<file path="config.mk">
export PLATFORM = sky130hd
export DESIGN_NAME = arc4_encrypt
export DESIGN_NICKNAME = d
export VERILOG_FILES = /design/src/rtl/arc4_encrypt.sv
export SDC_FILE = /design/constraint.sdc
export NUM_CORES = 1
export LEC_CHECK = 0
export CAP_MARGIN = 10
export CORE_ASPECT_RATIO = 0.9
export CORE_MARGIN = 10
export CORE_UTILIZATION = 55
export CTS_CLUSTER_DIAMETER = 100
export DETAILED_ROUTE_END_ITERATION = 10
export PLACE_DENSITY = 0.8
export RECOVER_POWER = 50
export SYNTH_ARGS = -nofsm -noshare
export SYNTH_HDL_FRONTEND = slang
export SYNTH_SLANG_ARGS = --single-unit
</file>
<file path="constraint.sdc">
create_clock -name clk -period 6.3 [get_ports clk]
set_input_delay 1.575 -clock clk [delete_from_list [all_inputs] [get_ports clk]]
set_output_delay 1.575 -clock clk [all_outputs]
set_load 0.005 [all_outputs]
</file>
<file path="src/rtl/arc4_encrypt.sv">
// ARC4 stream-cipher engine over three external byte memories.
//   clk, rst       : single clock, asynchronous active-high reset
//   en, rdy        : start request (taken only while rdy=1), idle/ready flag
//   key            : KEY_BYTES-byte key, big-endian, latched when en is accepted
//   s_addr/s_wrdata/s_wren/s_rddata : S-box memory, 1-cycle read latency
//   pt_addr/pt_rddata               : plaintext memory, 1-cycle read latency
//   ct_addr/ct_wrdata/ct_wren       : ciphertext memory, write only
// Memory format: byte 0 = length L, bytes 1..L = message.
// Timing after the accepting edge: INIT 256 cycles, KSA 6 cycles per index
// (1536), LEN 3 cycles, PRGA 9 cycles per byte. rdy is low for 1795 + 9*L cycles.
// All outputs are registered.
module arc4_encrypt #(
  parameter int unsigned KEY_BYTES = 3
) (
  input  logic                   clk,
  input  logic                   rst,
  input  logic                   en,
  output logic                   rdy,
  input  logic [8*KEY_BYTES-1:0] key,
  output logic [7:0]             s_addr,
  output logic [7:0]             s_wrdata,
  output logic                   s_wren,
  input  logic [7:0]             s_rddata,
  output logic [7:0]             pt_addr,
  input  logic [7:0]             pt_rddata,
  output logic [7:0]             ct_addr,
  output logic [7:0]             ct_wrdata,
  output logic                   ct_wren
);

  typedef enum logic [2:0] {StIdle, StInit, StKsa, StLen, StPrga} state_e;

  state_e                 state_q;
  logic [3:0]             phase_q;
  logic [8*KEY_BYTES-1:0] key_q;
  logic [7:0]             i_q, j_q, kidx_q, si_q, sj_q, pt_q, len_q, k_q;
  logic [7:0]             key_byte, ksa_j, prga_j;

  // Key byte for the current KSA index (kidx_q tracks i mod KEY_BYTES).
  always_comb begin
    key_byte = 8'h00;
    for (int unsigned b = 0; b < KEY_BYTES; b++) begin
      if (kidx_q == 8'(b)) key_byte = key_q[8*(KEY_BYTES-1-b) +: 8];
    end
  end

  assign ksa_j  = j_q + s_rddata + key_byte;
  assign prga_j = j_q + s_rddata;

  // Each swap reads S[i] and S[j] into si_q/sj_q before either write, so
  // i == j writes the same value back twice and S is unchanged.
  always_ff @(posedge clk or posedge rst) begin
    if (rst) begin
      state_q   <= StIdle;
      phase_q   <= '0;
      key_q     <= '0;
      i_q       <= '0;
      j_q       <= '0;
      kidx_q    <= '0;
      si_q      <= '0;
      sj_q      <= '0;
      pt_q      <= '0;
      len_q     <= '0;
      k_q       <= '0;
      rdy       <= 1'b1;
      s_addr    <= '0;
      s_wrdata  <= '0;
      s_wren    <= 1'b0;
      pt_addr   <= '0;
      ct_addr   <= '0;
      ct_wrdata <= '0;
      ct_wren   <= 1'b0;
    end else begin
      case (state_q)
        StIdle: begin
          phase_q <= '0;
          if (en) begin
            key_q    <= key;
            rdy      <= 1'b0;
            i_q      <= '0;
            j_q      <= '0;
            kidx_q   <= '0;
            s_addr   <= '0;
            s_wrdata <= '0;
            s_wren   <= 1'b1;
            state_q  <= StInit;
          end
        end

        StInit: begin
          if (s_addr == 8'hFF) begin
            s_wren  <= 1'b0;
            s_addr  <= '0;
            phase_q <= '0;
            state_q <= StKsa;
          end else begin
            s_addr   <= s_addr + 8'd1;
            s_wrdata <= s_wrdata + 8'd1;
          end
        end

        StKsa: begin
          case (phase_q)
            4'd0: phase_q <= 4'd1;
            4'd1: begin
              si_q    <= s_rddata;
              j_q     <= ksa_j;
              s_addr  <= ksa_j;
              phase_q <= 4'd2;
            end
            4'd2: phase_q <= 4'd3;
            4'd3: begin
              sj_q     <= s_rddata;
              s_addr   <= i_q;
              s_wrdata <= s_rddata;
              s_wren   <= 1'b1;
              phase_q  <= 4'd4;
            end
            4'd4: begin
              s_addr   <= j_q;
              s_wrdata <= si_q;
              phase_q  <= 4'd5;
            end
            default: begin
              s_wren  <= 1'b0;
              phase_q <= '0;
              if (i_q == 8'hFF) begin
                i_q     <= '0;
                s_addr  <= '0;
                pt_addr <= '0;
                state_q <= StLen;
              end else begin
                i_q    <= i_q + 8'd1;
                s_addr <= i_q + 8'd1;
                kidx_q <= (kidx_q == 8'(KEY_BYTES - 1)) ? 8'd0 : kidx_q + 8'd1;
              end
            end
          endcase
        end

        StLen: begin
          case (phase_q)
            4'd0: phase_q <= 4'd1;
            4'd1: begin
              len_q     <= pt_rddata;
              ct_addr   <= '0;
              ct_wrdata <= pt_rddata;
              ct_wren   <= 1'b1;
              phase_q   <= 4'd2;
            end
            default: begin
              ct_wren <= 1'b0;
              phase_q <= '0;
              if (len_q == 8'd0) begin
                rdy     <= 1'b1;
                state_q <= StIdle;
              end else begin
                i_q     <= 8'd1;
                j_q     <= '0;
                k_q     <= 8'd1;
                s_addr  <= 8'd1;
                pt_addr <= 8'd1;
                state_q <= StPrga;
              end
            end
          endcase
        end

        StPrga: begin
          case (phase_q)
            4'd0: phase_q <= 4'd1;
            4'd1: begin
              si_q    <= s_rddata;
              pt_q    <= pt_rddata;
              j_q     <= prga_j;
              s_addr  <= prga_j;
              phase_q <= 4'd2;
            end
            4'd2: phase_q <= 4'd3;
            4'd3: begin
              sj_q     <= s_rddata;
              s_addr   <= i_q;
              s_wrdata <= s_rddata;
              s_wren   <= 1'b1;
              phase_q  <= 4'd4;
            end
            4'd4: begin
              s_addr   <= j_q;
              s_wrdata <= si_q;
              phase_q  <= 4'd5;
            end
            4'd5: begin
              // Pad index is unchanged by the swap: S[i]+S[j] = sj + si.
              s_wren  <= 1'b0;
              s_addr  <= si_q + sj_q;
              phase_q <= 4'd6;
            end
            4'd6: phase_q <= 4'd7;
            4'd7: begin
              ct_addr   <= k_q;
              ct_wrdata <= s_rddata ^ pt_q;
              ct_wren   <= 1'b1;
              phase_q   <= 4'd8;
            end
            default: begin
              ct_wren <= 1'b0;
              phase_q <= '0;
              if (k_q == len_q) begin
                rdy     <= 1'b1;
                state_q <= StIdle;
              end else begin
                k_q     <= k_q + 8'd1;
                i_q     <= i_q + 8'd1;
                s_addr  <= i_q + 8'd1;
                pt_addr <= k_q + 8'd1;
              end
            end
          endcase
        end

        default: state_q <= StIdle;
      endcase
    end
  end

endmodule

</file>
After elaboration in Yosys (flattened, before gate mapping)

Cells that the tools add are included.

Bits in latches: 0
Memories kept: 0
Output and inout port bits: 43
Input bits: 43
Register bits: 138
Word-level logic and storage cells: 173
Bits in read-only memories: 0
Bits in writable memories: 0

$lt $le $gt $ge: 0
Shift-type cells: 0
Reductions and logical operators: 38
Add/subtract/negate cells: 8
Bitwise operators: 1
Div/mod/pow operators: 0
Equality and inequality tests: 40
$mul: 0
Mux-type cells: 67

Operator list:

| cell                  | number |
|---|---|
| $mux W8               | 27 |
| $pmux W8 S4           | 3 |
| $pmux W8 S2           | 5 |
| $pmux W8 S5           | 2 |
| $pmux W8 S3           | 2 |
| $ne A2 B2 Y1 const B  | 21 |
| $add A8 B1 Y8 const B | 5 |
| $pmux W4 S8           | 1 |
| $pmux W3 S5           | 2 |
| $reduce_and A7 Y1     | 4 |
| $add A8 B8 Y8         | 3 |
| $mux W3               | 8 |
| $pmux W4 S5           | 1 |
| $eq A4 B3 Y1 const B  | 4 |
| $eq A8 B8 Y1 const B  | 2 |
| $logic_not A8 Y1      | 2 |
| $reduce_and A2 Y1     | 6 |
| $reduce_and A6 Y1     | 2 |
| $pmux W1 S2           | 5 |
| $reduce_and A5 Y1     | 2 |
| $reduce_bool A3 Y1    | 3 |
| $eq A4 B2 Y1 const B  | 2 |
| $eq A8 B1 Y1 const B  | 1 |
| $eq A8 B2 Y1 const B  | 1 |
| other kinds (26)      | 40 |

Depth between registers and ports, before layout

Word-level depth: 7
Gate-level depth with buffers: 15

Least setup slack after synthesis

OpenSTA, ideal clock, no wires.

Path kind: in2reg
From: input port s_rddata[0]
To: register s_addr[7]
Buffers on the path: 0
Stages: 14
Slack: 2.013 ns
Required time: 6.218 ns
Data arrival time: 4.205 ns
Path through: ha_1 fa_1 a21o_1 a311o_1 a21oi_1 xor2_1 inv_1 ha_1 a21oi_1 o21ai_0 xnor2_1 xnor2_1 o21ai_1 a31oi_1

Cells in the longest elaborated chain, start to end: 4

Ends and longest elaborated chain:

| what                 | RTL line | source |
|---|---|---|
| start, declared      | 23       | `input logic [7:0] s_rddata,` |
| $add A8 B8 Y8 *      | 47, 48   |  |
| $add A8 B8 Y8        | 47       | `assign ksa_j = j_q + s_rddata + key_byte;` |
| $pmux W8 S4          | 103      | `case (phase_q)` |
| $pmux W8 S5 *        | 74       | `case (state_q)` |
| end signal, assigned | 108      | `s_addr <= ksa_j;` |
| end signal, assigned | 114      | `s_addr <= i_q;` |
| end signal, assigned | 120      | `s_addr <= j_q;` |
| end, declared        | 20       | `output logic [7:0] s_addr,` |

Every way passes the cells marked *; elsewhere a longest branch is shown, timed or not.
A chain may end at the register's enable or synchronous reset.

==> flow_metrics.py <==
metrics = {
    "synthesis": {
        "synth_edf_count": 0,
        "ys_top_cells_by_count": "dfrtp_1 (137), nand2_1 (135), a21oi_1 (78)",
        "synth-compound-area-share_pct": 22.3,
        "synth_fa_ha_area_share_pct": 4.96,
        "yosys.area_share.simple_pct": 17.1,
        "synth.mux.area_fraction_pct": 6.28,
        "synth-async-reset-ratio_pct": 100,
        "yosysSeqAreaShare_pct": 40.5,
        "yosysTopAreaCell": "dfrtp_1",
        "ys_types": 74,
        "yosys-top-cells-area": "dfrtp_1 (40%), nand2_1 (5.9%), mux2_2 (4.6%)",
        "synth.avg_cell_area_um2": 9.06,
        "synth_top_area_share_pct": 40.2,
        "ys_ff_latch": 138,
        "synth.most_common_cell": "dfrtp_1",
        "syn_nets": 1016,
        "synth_ff_type": "dfrtp_1",
        "synth_top_family_by_area": "compound AO/OA/AOI/OAI gates",
        "ys_warn_count": 0,
        "syn_inst": 941,
        "syn_area_mm2": 0.00853,
        "post_synth_xor_area_fraction_pct": 5.14,
    },
    "status": {
        "status": "finished with violations",
        "violations": "max-capacitance violations, max-slew violations",
    },
    "hold_path": {
        "hold_depth": 2,
        "hold_path_end": "rdy",
        "hp-start": "rdy",
        "min_path_type": "reg2reg",
    },
    "grt": {
        "grt_remaining_overflow": 0,
        "antenna_found_initial": 0,
        "grt_max_degree": 97,
        "grt_pass1_wl_um": 38500,
        "grtUsageTotal_pct": 22.7,
        "grt_pass1_vias": 7211,
    },
    "sta": {
        "rsz0062_at_grt": "false",
        "slew_headroom_pct": -145,
        "setup-tns-final_ns": 0,
        "period_share_pct": 77.4,
        "finalClockSkew_ns": 0.00971,
        "setup_viol": 0,
        "final.setup.worst_slack_ns": 1.42,
        "max_freq_mhz": 205,
        "finalHoldViolations": 0,
        "fin_crit_ns": 4.88,
        "slew_viol_final": 125,
        "worst_pin_slew_ns": 3.67,
    },
    "setup_path": {
        "critPathTopFamily": "buffers and inverters",
        "path_buf_inv": 2,
        "max_stage_delay_ns": 2.57,
        "end_kind": "async pin",
        "worst_setup_path_start_kind": "input pin",
        "slowest_stage": "inv_1",
        "worstPathMaxFanout": 96,
        "cp.required_ns": 6.00,
        "r2r_setup_slack_ns": 2.18,
        "critical_path_class": "in2async",
        "arrival_ns": 4.57,
        "rr_endpoint": "ct_wrdata[5]",
        "r2r_start": "state_q[0]",
        "worstPathCellList": "clkdlybuf4s50_1 -> inv_1",
        "worst_r2r_path_depth": 7,
    },
    "clock_network": {
        "cts_max_level": 4,
        "post-cts-setup-buffer-count": 0,
        "ctsResizeCount": 0,
        "clk_pin_slew_ns": 0.06,
        "insertion_delay_ns": 0.43,
        "cts_tree": "yes",
        "cts_buffers": 17,
        "clock_tree.root_cell": "clkbuf_16",
        "hold_buffers": 0,
        "cts.sinks": 138,
        "clk_path_buf_depth": 2,
    },
    "power_and_ir_drop": {
        "leakage_nw": 4.49,
        "power_mw": 5.30,
        "p_int_mw": 2.97,
        "power_frac_seq_pct": 29.5,
        "pwr-share-clk_pct": 19.8,
        "ir_drop_mv": 0.309,
        "power.switching_mw": 2.32,
        "powerDensity_mw_per_mm2": 528,
        "switching_share_pct": 43.8,
        "combPwrFrac_pct": 50.7,
    },
    "drt": {
        "first_pass_iters": 7,
        "drt-initial-drc-count": 884,
        "routed_via_density": 6.23,
        "finalWirelength_um": 23800,
        "drc": 0,
        "antenna_left": 0,
        "vias": 7610,
        "post_drt_wl_per_cell_um": 19.5,
    },
    "floorplanning": {
        "rows": 43,
        "die-area_mm2": 0.0209,
        "initial_core_util_pct": 55.6,
        "fp.dieW_um": 151,
        "core-area_mm2": 0.0153,
        "die-height_um": 138,
        "io_pins": 86,
    },
    "place": {
        "port-buffer-count": 85,
        "placed_area_mm2": 0.00947,
        "dp_slack_ns": 1.08,
        "placed_cells": 1189,
        "gp_congestion": 0.985,
        "hpwl_um": 17100,
    },
    "job": {
        "drv_cap": 2,
    },
    "finish": {
        "regArea_mm2": 0.00345,
        "nFillCells": 1272,
        "final_area_mm2": 0.0100,
        "area_growth_pct": 17.7,
        "drive_gt1_share_pct": 9.22,
        "final_cells": 1221,
        "multi_input_area_mm2": 0.00472,
        "n_antenna_cell": 0,
        "fin_nets": 1081,
    },
}
## power groups by stage
| stage | registers [mW] | logic [mW] | clock network, mW |
|---|---|---|---|
| global placement | 1.55 | 2.57 | 0 |
| CTS | 1.55 | 2.65 | 1.05 |
| global route | 1.60 | 2.96 | 1.09 |
| finish | 1.56 | 2.68 | 1.05 |
| floorplan | 1.41 | 1.97 | 0 |
| detailed placement | 1.56 | 2.62 | 0 |
## layer usage
| metal | vias up | routed length [um] | GRT usage, % |
|---|---|---|---|
| li1 | 3545 | - | - |
| met1 | 3648 | 10500 | 32.3 |
| met2 | 380 | 10600 | 33.2 |
| met3 | 37 | 2250 | 5.91 |
| met4 | 0 | 402 | 6.38 |
| met5 | - | 0 | 0 |
## sequential cells by signal, indices dropped and copies added (netlist names)
register	count
j_q	8
si_q	8
ct_wren	1
phase_q	4
s_wren	1
sj_q	8
ct_wrdata	8
state_q	3
s_addr	8
i_q	8
kidx_q	8
ct_addr	8
k_q	8
key_q	24
pt_addr	8
pt_q	8
s_wrdata	8
rdy	1
len_q	8
## cell families after synthesis
logic type	after synthesis
xor+xnor	50
fa+ha+maj	32
simple gates	307
buf+inv	72
compound gates	293
mux	49
flops	138
## metrics by stage
step,util (%),hold slack [ns]
6_report,65.4,0.464
2_1_floorplan,-,0.437
3_5_place_dp,61.8,0.455
4_1_cts,65.8,0.466
5_1_grt,65.4,0.472
3_3_place_gp,61.8,0.451
## worst max-delay path by stage
stage / start / endpoint / cells after the start
6_report: rst / s_wren / 2
5_1_grt: rst / ct_addr[1] / 2
4_1_cts: s_rddata[0] / s_addr[7] / 15
3_5_place_dp: s_rddata[0] / s_addr[7] / 15
3_3_place_gp: s_rddata[0] / s_addr[7] / 15
2_1_floorplan: rst / ct_addr[0] / 1
## worst reg2reg max path, stage by stage, from the launching register on
cell and delay [ns]:
dfrtp_1 0.60, nor2_1 0.49, nand2_1 0.32, clkbuf_1 0.62, nor3_1 1.11, o21ai_2 0.52
nand2_1 0.19, o21ai_0 0.10
## layout make-up
cell class                      instances  area share (%)
Inverter                               25           0.935
Clock inverter                         13            1.66
Multi-Input combinational cell        731            47.0
Tap cell                              202            2.52
Timing Repair Buffer                   93            9.04
Sequential cell                       138            34.4
Clock buffer                           19            4.41
## cell usage in the layout, fill, tap and decap left out, drive strengths merged, types with 7 or more instances in the layout
cell type	Yosys	final
a211oi	9	9
a21o	21	21
a21oi	79	79
a221oi	8	8
a22o	19	19
a22oi	19	19
a31oi	14	14
and3	12	12
buf	29	7
clkbuf	18	20
clkdlybuf4s50	0	84
clkinv	2	10
dfrtp	137	137
ha	29	29
inv	23	25
mux2	36	36
mux2i	13	13
nand2	135	135
nand3	23	23
nor2	78	78
nor3	18	18
o21ai	72	72
o22ai	8	8
or3	7	7
xnor2	25	25
xor2	25	25
(Power assumes the default switching activity.)
